==> config.mk <==
export PLATFORM = sky130hd
export DESIGN_NAME = rx_packet_controller
export DESIGN_NICKNAME = d
export VERILOG_FILES = /design/src/rtl/rx_packet_controller.sv
export SDC_FILE = /design/constraint.sdc
export NUM_CORES = 1
export LEC_CHECK = 0
export BUFFER_PORTS_ARGS = -buffer_cell sky130_fd_sc_hd__buf_4
export CAP_MARGIN = 0
export CORE_UTILIZATION = 38
export CTS_CLUSTER_SIZE = 14
export DETAILED_ROUTE_END_ITERATION = 16
export HOLD_SLACK_MARGIN = 0.12
export PLACE_DENSITY = 0.65
export SYNTH_ARGS = -nofsm -noshare
export SYNTH_HDL_FRONTEND = slang
export SYNTH_SLANG_ARGS = --single-unit
==> constraint.sdc <==
create_clock -name clk -period 5.9 [get_ports clk]
set_input_delay 1.18 -clock clk [delete_from_list [all_inputs] [get_ports clk]]
set_output_delay 1.18 -clock clk [all_outputs]
set_load 0.01 [all_outputs]
==> src/rtl/rx_packet_controller.sv <==
// Receive-side packet sequencer for the USB RX path.
// Starts the bit timer and byte counter when a packet begins, checks the
// SYNC byte, strobes each received data byte into the RX FIFO, and flags
// SYNC, partial-byte and over-length errors.
module rx_packet_controller #(
  parameter logic [7:0]  SYNC_BYTE = 8'h80,
  parameter int unsigned MAX_BYTES = 64
) (
  input  logic       clk,
  input  logic       rst,
  input  logic       d_edge,
  input  logic       eop,
  input  logic       shift_enable,
  input  logic       byte_done,
  input  logic [7:0] rcv_data,
  output logic       rcving,
  output logic       enable_timer,
  output logic       byte_clear,
  output logic       w_enable,
  output logic       r_error
);

  typedef enum logic [3:0] {
    IDLE,
    CLEAR,
    SYNC,
    CHK_SYNC,
    RCV,
    STORE,
    ERR_WAIT,
    EOP_WAIT,
    EOP_WAIT_ERR
  } state_t;

  state_t     state, next_state;
  logic       mid_byte;
  logic [7:0] byte_cnt;
  logic       over_len;

  logic rcving_d, enable_timer_d, byte_clear_d, w_enable_d, r_error_d;

  // EOP is only meaningful on a bit-sample strobe.
  logic eop_bit;
  assign eop_bit = eop & shift_enable;

  // State register.
  // NOTE: sequential state uses non-blocking (<=) so every flop samples the
  // pre-edge values; blocking here would create order-dependent races.
  always_ff @(posedge clk or posedge rst) begin
    if (rst) state <= IDLE;
    else     state <= next_state;
  end

  // Next-state logic; byte_done outranks a coincident EOP strobe.
  // NOTE: the default assignment first keeps every path assigned, so no
  // latch is inferred for next_state.
  always_comb begin
    next_state = state;
    unique case (state)
      IDLE:         if (d_edge) next_state = CLEAR;
      CLEAR:        next_state = SYNC;
      SYNC: begin
        if (byte_done)    next_state = CHK_SYNC;
        else if (eop_bit) next_state = EOP_WAIT_ERR;
      end
      CHK_SYNC:     next_state = (rcv_data == SYNC_BYTE) ? RCV : ERR_WAIT;
      RCV: begin
        if (byte_done)    next_state = STORE;
        else if (eop_bit) next_state = mid_byte ? EOP_WAIT_ERR : EOP_WAIT;
      end
      STORE:        next_state = over_len ? ERR_WAIT : RCV;
      ERR_WAIT:     if (eop_bit) next_state = EOP_WAIT_ERR;
      EOP_WAIT,
      EOP_WAIT_ERR: if (shift_enable && !eop) next_state = IDLE;
      default:      next_state = IDLE;
    endcase
  end

  // Output decode of the state being entered, so the registered outputs
  // line up with the state register; IDLE keeps the error flag sticky.
  always_comb begin
    rcving_d       = 1'b0;
    enable_timer_d = 1'b0;
    byte_clear_d   = 1'b0;
    w_enable_d     = 1'b0;
    r_error_d      = 1'b0;
    unique case (next_state)
      IDLE:         r_error_d = r_error;
      CLEAR: begin
        byte_clear_d = 1'b1;
        rcving_d     = 1'b1;
      end
      SYNC, CHK_SYNC, RCV, EOP_WAIT: begin
        rcving_d       = 1'b1;
        enable_timer_d = 1'b1;
      end
      STORE: begin
        rcving_d       = 1'b1;
        enable_timer_d = 1'b1;
        w_enable_d     = 1'b1;
      end
      ERR_WAIT, EOP_WAIT_ERR: begin
        rcving_d       = 1'b1;
        enable_timer_d = 1'b1;
        r_error_d      = 1'b1;
      end
      default: ;
    endcase
  end

  // Registered Moore outputs.
  always_ff @(posedge clk or posedge rst) begin
    if (rst) begin
      rcving       <= 1'b0;
      enable_timer <= 1'b0;
      byte_clear   <= 1'b0;
      w_enable     <= 1'b0;
      r_error      <= 1'b0;
    end else begin
      rcving       <= rcving_d;
      enable_timer <= enable_timer_d;
      byte_clear   <= byte_clear_d;
      w_enable     <= w_enable_d;
      r_error      <= r_error_d;
    end
  end

  // Partial-byte tracker: a bit has been shifted since the last byte boundary.
  always_ff @(posedge clk or posedge rst) begin
    if (rst)                        mid_byte <= 1'b0;
    else if (byte_done)             mid_byte <= 1'b0;
    else if (shift_enable && !eop)  mid_byte <= 1'b1;
  end

  // Data byte count; over_len marks that the byte now being stored is
  // number MAX_BYTES+1, kept as a flag so MAX_BYTES=255 needs no 9th bit.
  always_ff @(posedge clk or posedge rst) begin
    if (rst) begin
      byte_cnt <= '0;
      over_len <= 1'b0;
    end else if (state == CLEAR) begin
      byte_cnt <= '0;
      over_len <= 1'b0;
    end else if (state == RCV && next_state == STORE) begin
      byte_cnt <= byte_cnt + 8'd1;
      over_len <= (byte_cnt == 8'(MAX_BYTES));
    end
  end

endmodule

### Word level (Yosys, flattened, before mapping)

Cells that the tools add are included.

* $add $sub $neg: 1
* multipliers: 0
* divide/modulo/power cells: 0
* magnitude comparators: 0
* equal/unequal tests: 18
* shifts and indexed selects: 0
* mux-type cells: 21
* bitwise logic cells: 1
* reductions and logical operators: 11

Operators with widths (count)
* $eq A4 B3 Y1 const B: 8
* $pmux W4 S8: 1
* $mux W4: 7
* $eq A4 B2 Y1 const B: 4
* $mux W8: 2
* $add A8 B1 Y8 const B: 1
* $eq A4 B1 Y1 const B: 2
* $eq A4 B4 Y1 const B: 2
* $eq A8 B7 Y1 const B: 1
* $eq A8 B8 Y1 const B: 1
* $logic_not A4 Y1: 2
* $mux W1: 8
* $reduce_or A8 Y1: 1
* $reduce_or A7 Y1: 1
* $mux W2: 2
* $reduce_bool A2 Y1: 2
* $reduce_or A2 Y1: 2
* $logic_and A1 B1 Y1: 2
* $pmux W1 S2: 1
* $and A1 B1 Y1: 1
* $logic_not A1 Y1: 1

* register bits after elaboration: 19
* bits in latches: 0
* RAM bits: 0
* ROM bits: 0
* input port bits: 14
* output and inout bits: 5
* word-level logic and storage cells: 61
* memories kept: 0

### Logic depth before layout (Yosys ltp)

Gate-level depths: netlist of the first run.

* depth after elaboration: 8
* gate-level depth with buffers: 10
* mapped depth without buffers: 7

### Worst setup path before layout of the first run

Ideal clock, no wire load.

* path kind: input-to-reg
* from: input rcv_data[5]
* to: register rcving
* library setup time: 0.124 ns
* arrival time: 3.086 ns
* required time: 5.776 ns
* setup slack: 2.690 ns
* stages: 9
* path through: or4b_1 -> o211a_1 -> a311oi_1 -> and2_1 -> buf_6 -> inv_4 -> buf_6 -> or3_4 -> or2_1

* word-level cells in the longest chain between the ends: 6

Ends and longest elaborated chain
* from (decl): line 15 `input logic [7:0] rcv_data,`
* $eq A8 B8 Y1 (*): line 66 `CHK_SYNC: next_state = (rcv_data == SYNC_BYTE) ? RCV : ERR_WAIT;`
* $mux W2 (*): line 66
* $pmux W4 S8 (*): line 59 `unique case (state)`
* via next_state[1]: line 35 `state_t state, next_state;`
* $eq A4 B3 Y1, or another cell as far along: line 87 `unique case (next_state)`
* $reduce_or A8 Y1 (no source line) (*)
* $mux W1 (*): line 87
* via rcving_d: line 40 `logic rcving_d, enable_timer_d, byte_clear_d, w_enable_d, r_error_d;`
* to (signal assigned): line 120 `rcving <= rcving_d;`
* to (decl): line 16 `output logic rcving,`

The timed path passes the listed nets; every way through them passes the cells marked *.
A chain may end at the register's enable or synchronous reset.

### Worst setup path after layout of the first run

* from: input rcv_data[5]
* to: register byte_cnt[5]

* word-level cells in the longest chain between the ends: 6

Ends and longest elaborated chain
* $eq A8 B8 Y1: line 66
* $mux W2: line 66
* $pmux W4 S8: line 59
* $eq A4 B3 Y1: line 144 `end else if (state == RCV && next_state == STORE) begin`
* $logic_and A1 B1 Y1: line 144
* $reduce_bool A2 Y1 (no source line)
* to (signal assigned): line 145 `byte_cnt <= byte_cnt + 8'd1;`
* to (decl): line 37 `logic [7:0] byte_cnt;`

Every way passes these cells.

==> results of run 1 <==
[where the power goes]
part	internal, mW	switching [mW]	leakage, nW
logic	0.0967	0.145	0.303
clock network	0.0253	0.0415	0.0177
registers	0.165	0.0373	0.249
total	0.287	0.224	0.570
[synthesized netlist by cell type, types with 2 or more instances]
| cell | n |
|---|---|
| a21oi_1 | 8 |
| a22o_1 | 2 |
| and2_1 | 2 |
| and3_1 | 4 |
| buf_6 | 2 |
| clkbuf_1 | 3 |
| dfrtp_1 | 19 |
| ha_1 | 2 |
| inv_1 | 3 |
| mux2i_1 | 2 |
| nand2_1 | 10 |
| nand2b_1 | 2 |
| nand3_1 | 8 |
| nor2_1 | 9 |
| nor2b_1 | 6 |
| nor3_1 | 3 |
| o21a_1 | 2 |
| o21ai_0 | 4 |
| o31ai_1 | 5 |
| or4_1 | 6 |
[worst paths after layout]
kind | startpoint | to | slack (ns) | cells past startpoint
min | mid_byte$_DFFE_PP0P_ | mid_byte$_DFFE_PP0P_ | 0.54 | 2
max in group asynchronous | rst | byte_clear$_DFF_PP0_ | 4.48 | 2
max reg2reg | state[2]$_DFF_PP0_ | byte_cnt[5]$_DFFE_PP0P_ | 3.65 | 5
min in group asynchronous | rst | state[1]$_DFF_PP0_ | 0.98 | 2
min reg2reg | mid_byte$_DFFE_PP0P_ | mid_byte$_DFFE_PP0P_ | 0.54 | 2
max | rcv_data[5] | byte_cnt[5]$_DFFE_PP0P_ | 2.78 | 8
[state kept, by name (all words and copies together) (netlist names)]
register	cells
byte_clear	1
r_error	1
w_enable	1
byte_cnt	8
state	4
mid_byte	1
over_len	1
enable_timer	1
rcving	1
[per-layer routing]
layer / track usage, % / wire, um
met3: 5.386 / 148
met2: 22.72 / 985
met1: 21.54 / 1045
met5: 0 / 0
met4: 3.214 / 25
[worst reg2reg max path: cells and delay by family (launching register included)]
kind | cells | cell delay [ns]
DFF | 1 | 0.52
and+or+nand+nor | 2 | 1.10
AOI/OAI and AO/OA | 3 | 0.58
[area by class of cell]
cell class	count	area (um^2)	area share [%]
repair buffers	18	135.1	10.83
inverters	4	17.52	1.404
clock inverters	1	5.005	0.4012
well taps	31	38.79	3.109
multi-input cells	89	553.0	44.33
flip-flops and latches	19	475.5	38.11
clock buffers	3	22.52	1.805
[logic make-up (layout without fill, tap and decap cells)]
group | count (synthesis) | count (layout) | share of synthesized area (%)
mux | 2 | 2 | 1.848
flops | 19 | 19 | 43.88
compound gates | 28 | 28 | 17.32
buf+inv | 10 | 26 | 5.081
simple gates | 57 | 57 | 29.56
fa+ha+maj | 2 | 2 | 2.309
[metrics by stage]
step / area [um^2] / hold WS, ns / util, % / instances
detailed placement: 1220 / 0.5268 / 44.62 / 161
finish: 1247 / 0.5404 / 45.63 / 165
floorplan: 1084 / 0.4721 / - / 118
global placement: 1220 / 0.5204 / 44.62 / 161
CTS: 1247 / 0.5528 / 45.63 / 165
global route: 1247 / 0.5779 / 45.63 / 165
==> results by group, run 1 <==
Timing
  – Post-route minimum period: 3.122 ns
  – RSZ-0062 raised after global routing: no
  – Worst Skew: 0.004786 ns
  – Final Hold Viols: 0
  – Worst rel slew slack: 53.01%
  – Worst-Margin Slew: 0.7041 ns
  – Final period util: 52.91%
  – Final Max Tran Viols: 0
  – Max Clock Freq: 320.3 MHz
  – TNS Setup: 0 ns
  – # setup viols final: 0
  – Setup ws final: 2.778 ns

Pwr
  – Max VDD drop: 0.2398 mV
  – Pwr dens: 409.2 mW/mm^2
  – Leak: 0.5701 nW
  – Total Power Consumption: 0.5104 mW

Floorplanning
  – Core area: 0.002734 mm^2
  – Die Wd: 55.40 um
  – Starting density of the core: 39.63%
  – Die footprint: 0.003069 mm^2
  – Row count: 19
  – Die height: 55.40 um
  – I/O pin total: 19

Setup path
  – CP endpoint kind: flop
  – Family with the most delay on the worst path: simple AND/OR/NAND/NOR gates
  – CP cell instances: buf_4, or4b_1, o211a_1, a311oi_1, and2_1, inv_4, or4_1, a21oi_1
  – Critical path required time: 6.14 ns
  – CP max FO: 14
  – CP startpoint kind: primary input
  – Worst path arrival time: 3.36 ns
  – Crit-path max cell delay: 0.51 ns
  – CP max stage cell: or4b_1
  – CP Buf/Inv Count: 2
  – Crit path kind: primary input to flop

Global route
  – Vias in the first global route: 800
  – Overall global routing resource usage: 15.29%
  – Remaining global-route overflow: 0
  – First-pass GRT wire length: 3.684 mm
  – Largest net degree at the start of global routing: 20
  – Number of antenna violations at the first check in global routing: 0

Yosys
  – Share of the synthesized area in the top cell type: 43.88%
  – Synth unique cells: 36
  – Ys async rst share: 100.0%
  – Synth Cell Area: 0.001084 mm^2
  – Flop and latch count out of synthesis: 19
  – Syn avg cell area: 9.183 um^2
  – Post-synth top flop: dfrtp_1
  – Number of synthesized flops with an enable pin: 0
  – Largest cells by area after synthesis: dfrtp_1, or4_1, a21oi_1, nand3_1, nand2_1
  – Syn nets: 134
  – Area leader, netlist: dfrtp_1
  – Register area share after synthesis: 43.88%
  – Post-synthesis cell count: 118
  – YS warnings: 0

Routing
  – DRT Pass-1 Iters: 4
  – Routed Antenna Nets: 0
  – Vias/cell: 5.709
  – WL per Instance: 13.36 um
  – DR iter-0 viols: 26
  – DRC viols: 0
  – Detailed-route via count: 942
  – Final wirelength: 2.205 mm

Clock network
  – Clk buf depth: 2
  – CTS root buf: clkbuf_4
  – Hold-fix buffers at CTS: 0
  – Clock slew at reported path FFs: 0.11 ns
  – Resized Gates After CTS: 0
  – TritonCTS Sinks: 19
  – Post-CTS Setup Bufs: 0
  – CTS buffer count: 3
  – Clock H-tree levels: 1
  – CTS tree: built
  – Clock latency on the worst-skew pair: 0.30 ns

Cells and area
  – Most frequent cells in the layout: dfrtp_1, buf_4, nand2_1, nor2_1
  – P&R area growth vs syn: 15.13%
  – Final nets: 151
  – Layout cell share with drive strength beyond 1: 17.91%
  – Number of diodes: 0
  – FILL cells: 245
  – Most common cell after layout, fill and taps aside: dfrtp_1

Run
  – # Max-Cap Violations: 0

Run status
  – Status: complete, no violations

Placement
  – Placer congestion estimate: 0.7842
  – Worst slack, placed: 2.456 ns
  – Hpwl dp: 1.657 mm
  – Count of input and output buffers: 18

Min path
  – Worst hold path type: flop to flop
(Power assumes the default switching activity.)
==> run 2: changes to the inputs <==
Settings changed: ABC_AREA set to 1, PLACE_DENSITY 0.65 to 0.66.
Clock period 5.9 ns to 2.8 ns, I/O delays scaled along.
==> run 2 against run 1 <==
  * Total power rose by 110%
  * Sequential share of layout area is 6.2 points lower
  * Highest routed layer unchanged
  * Critical path type is now flop to flop
  * Clock skew shrank 0.0037 ns
  * Largest power group unchanged
  * Register-to-register slack worse by 2.6 ns
  * Count of clock-buffer cells in the layout stayed put
  * Via count up 18%
  * Largest cell class unchanged
==> results by group, run 2 <==
Run status
  – Status: complete, no violations

Timing
  – Final Hold Viols: 0 (unchanged)
  – RSZ-0062 raised after global routing: no
  – Setup ws final: 1.036 ns (-1.742 ns)
  – Worst-Margin Slew: 0.6961 ns (-0.008051 ns)
  – Fin Hold WS: 0.3534 ns (-0.1871 ns)
  – Worst rel slew slack: 53.54% (+0.54 points)
  – TNS Setup: 0 ns (unchanged)
  – # setup viols final: 0 (unchanged)
  – Worst Skew: 0.001090 ns (-0.003695 ns)
  – Post-route minimum period: 1.764 ns
  – Final period util: 62.98%
  – Final Max Tran Viols: 0 (unchanged)
  – Max Clock Freq: 567.0 MHz

Global route
  – Largest net degree at the start of global routing: 20 (unchanged)
  – First-pass GRT wire length: 4.347 mm (+18%)
  – Number of antenna violations at the first check in global routing: 0 (unchanged)
  – Remaining global-route overflow: 0 (unchanged)
  – Overall global routing resource usage: 16.23% (+0.95 points)
  – Vias in the first global route: 1040 (+30%)

Routing
  – Vias/cell: 4.528 (-21%)
  – DR iter-0 viols: 62 (+140%)
  – Routed Antenna Nets: 0 (unchanged)
  – DRT Pass-1 Iters: 4 (unchanged)
  – DRC viols: 0 (unchanged)
  – Detailed-route via count: 1114 (+18%)
  – WL per Instance: 10.24 um (-23%)
  – Final wirelength: 2.520 mm (+14%)

Setup path
  – CP cell instances: nor2_2, inv_2, nor2_1, inv_1, nand3_2, nand3_2, nand3_1, nand2_1
  – CP max stage cell: dfrtp_1
  – Crit path kind: flop to flop
  – Top cell by count, worst path: nand3_2
  – Critical path required time: 3.01 ns (-3.13 ns)
  – CP max FO: 9 (-5)
  – Worst path arrival time: 1.97 ns (-1.39 ns)
  – Crit-path max cell delay: 0.46 ns (-0.05 ns)
  – CP endpoint kind: flop
  – CP Buf/Inv Count: 2 (unchanged)
  – CP startpoint kind: flop
  – Family with the most delay on the worst path: simple AND/OR/NAND/NOR gates

Placement
  – Worst slack, placed: 0.9939 ns (-1.462 ns)
  – Hpwl dp: 1.928 mm (+16%)
  – Count of input and output buffers: 18 (unchanged)
  – Placer congestion estimate: 0.8656 (+10%)

Floorplanning
  – Core area: 0.003128 mm^2 (+14%)
  – Row count: 20 (+1)
  – Die height: 59.90 um (+8.1%)
  – Die footprint: 0.003587 mm^2 (+17%)
  – Die Wd: 59.90 um (+8.1%)
  – I/O pin total: 19 (unchanged)
  – Starting density of the core: 40.72% (+1.1 points)

Clock network
  – CTS tree: built
  – TritonCTS Sinks: 19 (unchanged)
  – Clock latency on the worst-skew pair: 0.30 ns (about the same)
  – Clock H-tree levels: 1 (unchanged)
  – Hold-fix buffers at CTS: 0 (unchanged)
  – Resized Gates After CTS: 0 (unchanged)
  – CTS buffer count: 3 (unchanged)
  – CTS root buf: clkbuf_4
  – Clk buf depth: 2 (unchanged)
  – Clock slew at reported path FFs: 0.11 ns (about the same)
  – Post-CTS Setup Bufs: 0 (unchanged)

Yosys
  – Syn nets: 197 (+47%)
  – Post-synthesis cell count: 181 (+53%)
  – Number of synthesized flops with an enable pin: 0 (unchanged)
  – Post-Synth Adder-Cell Area: 1.965% (-0.34 points)
  – Share of the synthesized area in the top cell type: 37.33% (-6.6 points)
  – Flop and latch count out of synthesis: 19 (unchanged)
  – Post-synth top flop: dfrtp_1
  – Syn avg cell area: 7.037 um^2 (-23%)
  – Largest cells by area after synthesis: dfrtp_1, nand2_1, nand3_1, inv_1, nor2_1
  – Main combinational cell family by area after synthesis: simple AND/OR/NAND/NOR gates
  – Area leader, netlist: dfrtp_1
  – Xor/xnor cell area share of the yosys netlist: 3.438% (+3.4 points)
  – Synth Cell Area: 0.001274 mm^2 (+18%)
  – Ys async rst share: 100.0% (unchanged)
  – Compound-Gate Fraction of Synth Area: 2.554% (-15 points)
  – YS warnings: 0 (unchanged)
  – Post-synthesis mux area share: 0% (-1.8 points)
  – Synth unique cells: 23 (-36%)
  – Register area share after synthesis: 37.33% (-6.6 points)
  – Synth Area in Simple Gates: 44.70% (+15 points)
  – Commonest cells post-synth: nand2_1, nand3_1, inv_1
  – Count leader, synth: nand2_1

Run
  – # Max-Cap Violations: 0 (unchanged)

Cells and area
  – P&R area growth vs syn: 16.80%
  – Max reg flops: 8 (unchanged)
  – Final nets: 219 (+45%)
  – Number of diodes: 0 (unchanged)
  – Most frequent cells in the layout: nand2_1, nand3_1, inv_1, dfrtp_1, buf_4
  – Biggest regs: byte_cnt (8), state (4)
  – Most common cell after layout, fill and taps aside: nand2_1
  – Layout cell share with drive strength beyond 1: 21.78% (+3.9 points)
  – Top reg by flops: byte_cnt

Min path
  – Worst hold path type: primary input to async pin

Pwr
  – Internal power: 0.5844 mW (+100%)
  – Logic pwr share: 51.4% (+4.1 points)
  – Max VDD drop: 0.2744 mV (+14%)
  – Clk pwr share: 13.0% (about the same)
  – Leak: 0.8743 nW (+53%)
  – Pwr dens: 731.2 mW/mm^2 (+79%)
  – Switch Pwr: 0.5034 mW (+130%)
  – Flop pwr share: 35.6% (-4.0 points)
  – Sw Ratio: 46.28% (+2.4 points)
==> run 2: changes by cell type in the layout (fill, tap and decap cells not counted), sizes merged, moves of 5 or more <==
cell   change
a21oi      -5
inv       +28
nand2     +43
nand3     +26
nor2      +15
nor2b      -6
o31ai      -5
or4        -6
xor2       +5
==> run 2: kinds of logic after synthesis <==
logic type,after synthesis
compound gates,5
xor+xnor,5
fa+ha+maj,2
buf+inv,34
flops,19
simple gates,116
==> run 2: path summary, 6_finish.rpt <==
check,slack [ns],end,start,cells after the start
min in group clk,0.41,mid_byte$_DFFE_PP0P_,byte_done,2
hold reg to reg,0.51,over_len$_DFFE_PP0P_,over_len$_DFFE_PP0P_,2
setup reg to reg,1.04,byte_cnt[6]$_DFFE_PP0P_,state[3]$_DFF_PP0_,8
hold / removal,0.35,byte_clear$_DFF_PP0_,rst,2
max in group asynchronous,2.01,byte_cnt[4]$_DFFE_PP0P_,rst,2
setup / recovery,1.04,byte_cnt[6]$_DFFE_PP0P_,state[3]$_DFF_PP0_,8
==> run 2: final cells by class <==
class | count | area, um^2
clock buffer | 3 | 22.52
clock inverter | 1 | 5.005
fill | 321 | 1640
inverter | 33 | 123.9
multi-input combinational | 128 | 670.6
sequential | 19 | 475.5
tap | 44 | 55.05
timing repair buffer | 18 | 135.1
==> run 2: power groups by stage <==
stage / combinational [mW] / sequential (mW) / clock (mW)
global placement: 0.566 / 0.391 / 0
global route: 0.627 / 0.395 / 0.160
CTS: 0.563 / 0.387 / 0.149
floorplan: 0.407 / 0.399 / 0
finish: 0.559 / 0.387 / 0.141
detailed placement: 0.561 / 0.392 / 0
==> run 2: metrics by stage <==
step                      area, um^2  power (mW)  cells  utilization, %
after floorplan                 1274      0.8058    181               -
after CTS                       1488       1.098    246           47.56
after global routing            1488       1.182    246           47.56
after global placement          1460      0.9569    242           46.68
after detailed placement        1460      0.9536    242           46.68
final                           1488       1.088    246           47.56
==> run 2: layer usage <==
metal / track usage (%) / share of wire, %
met3: 4.762 / 2.9
met2: 29.05 / 49
met1: 18.98 / 47
met4: 3.654 / 0.87
met5: 0 / 0
==> run 2: worst reg2reg max path, stage by stage, from the launching register on <==
cell and delay (ns):
dfrtp_1 0.46, nor2_2 0.31, inv_2 0.06, nor2_1 0.23, inv_1 0.09, nand3_2 0.12
nand3_2 0.21, nand3_1 0.13, nand2_1 0.06
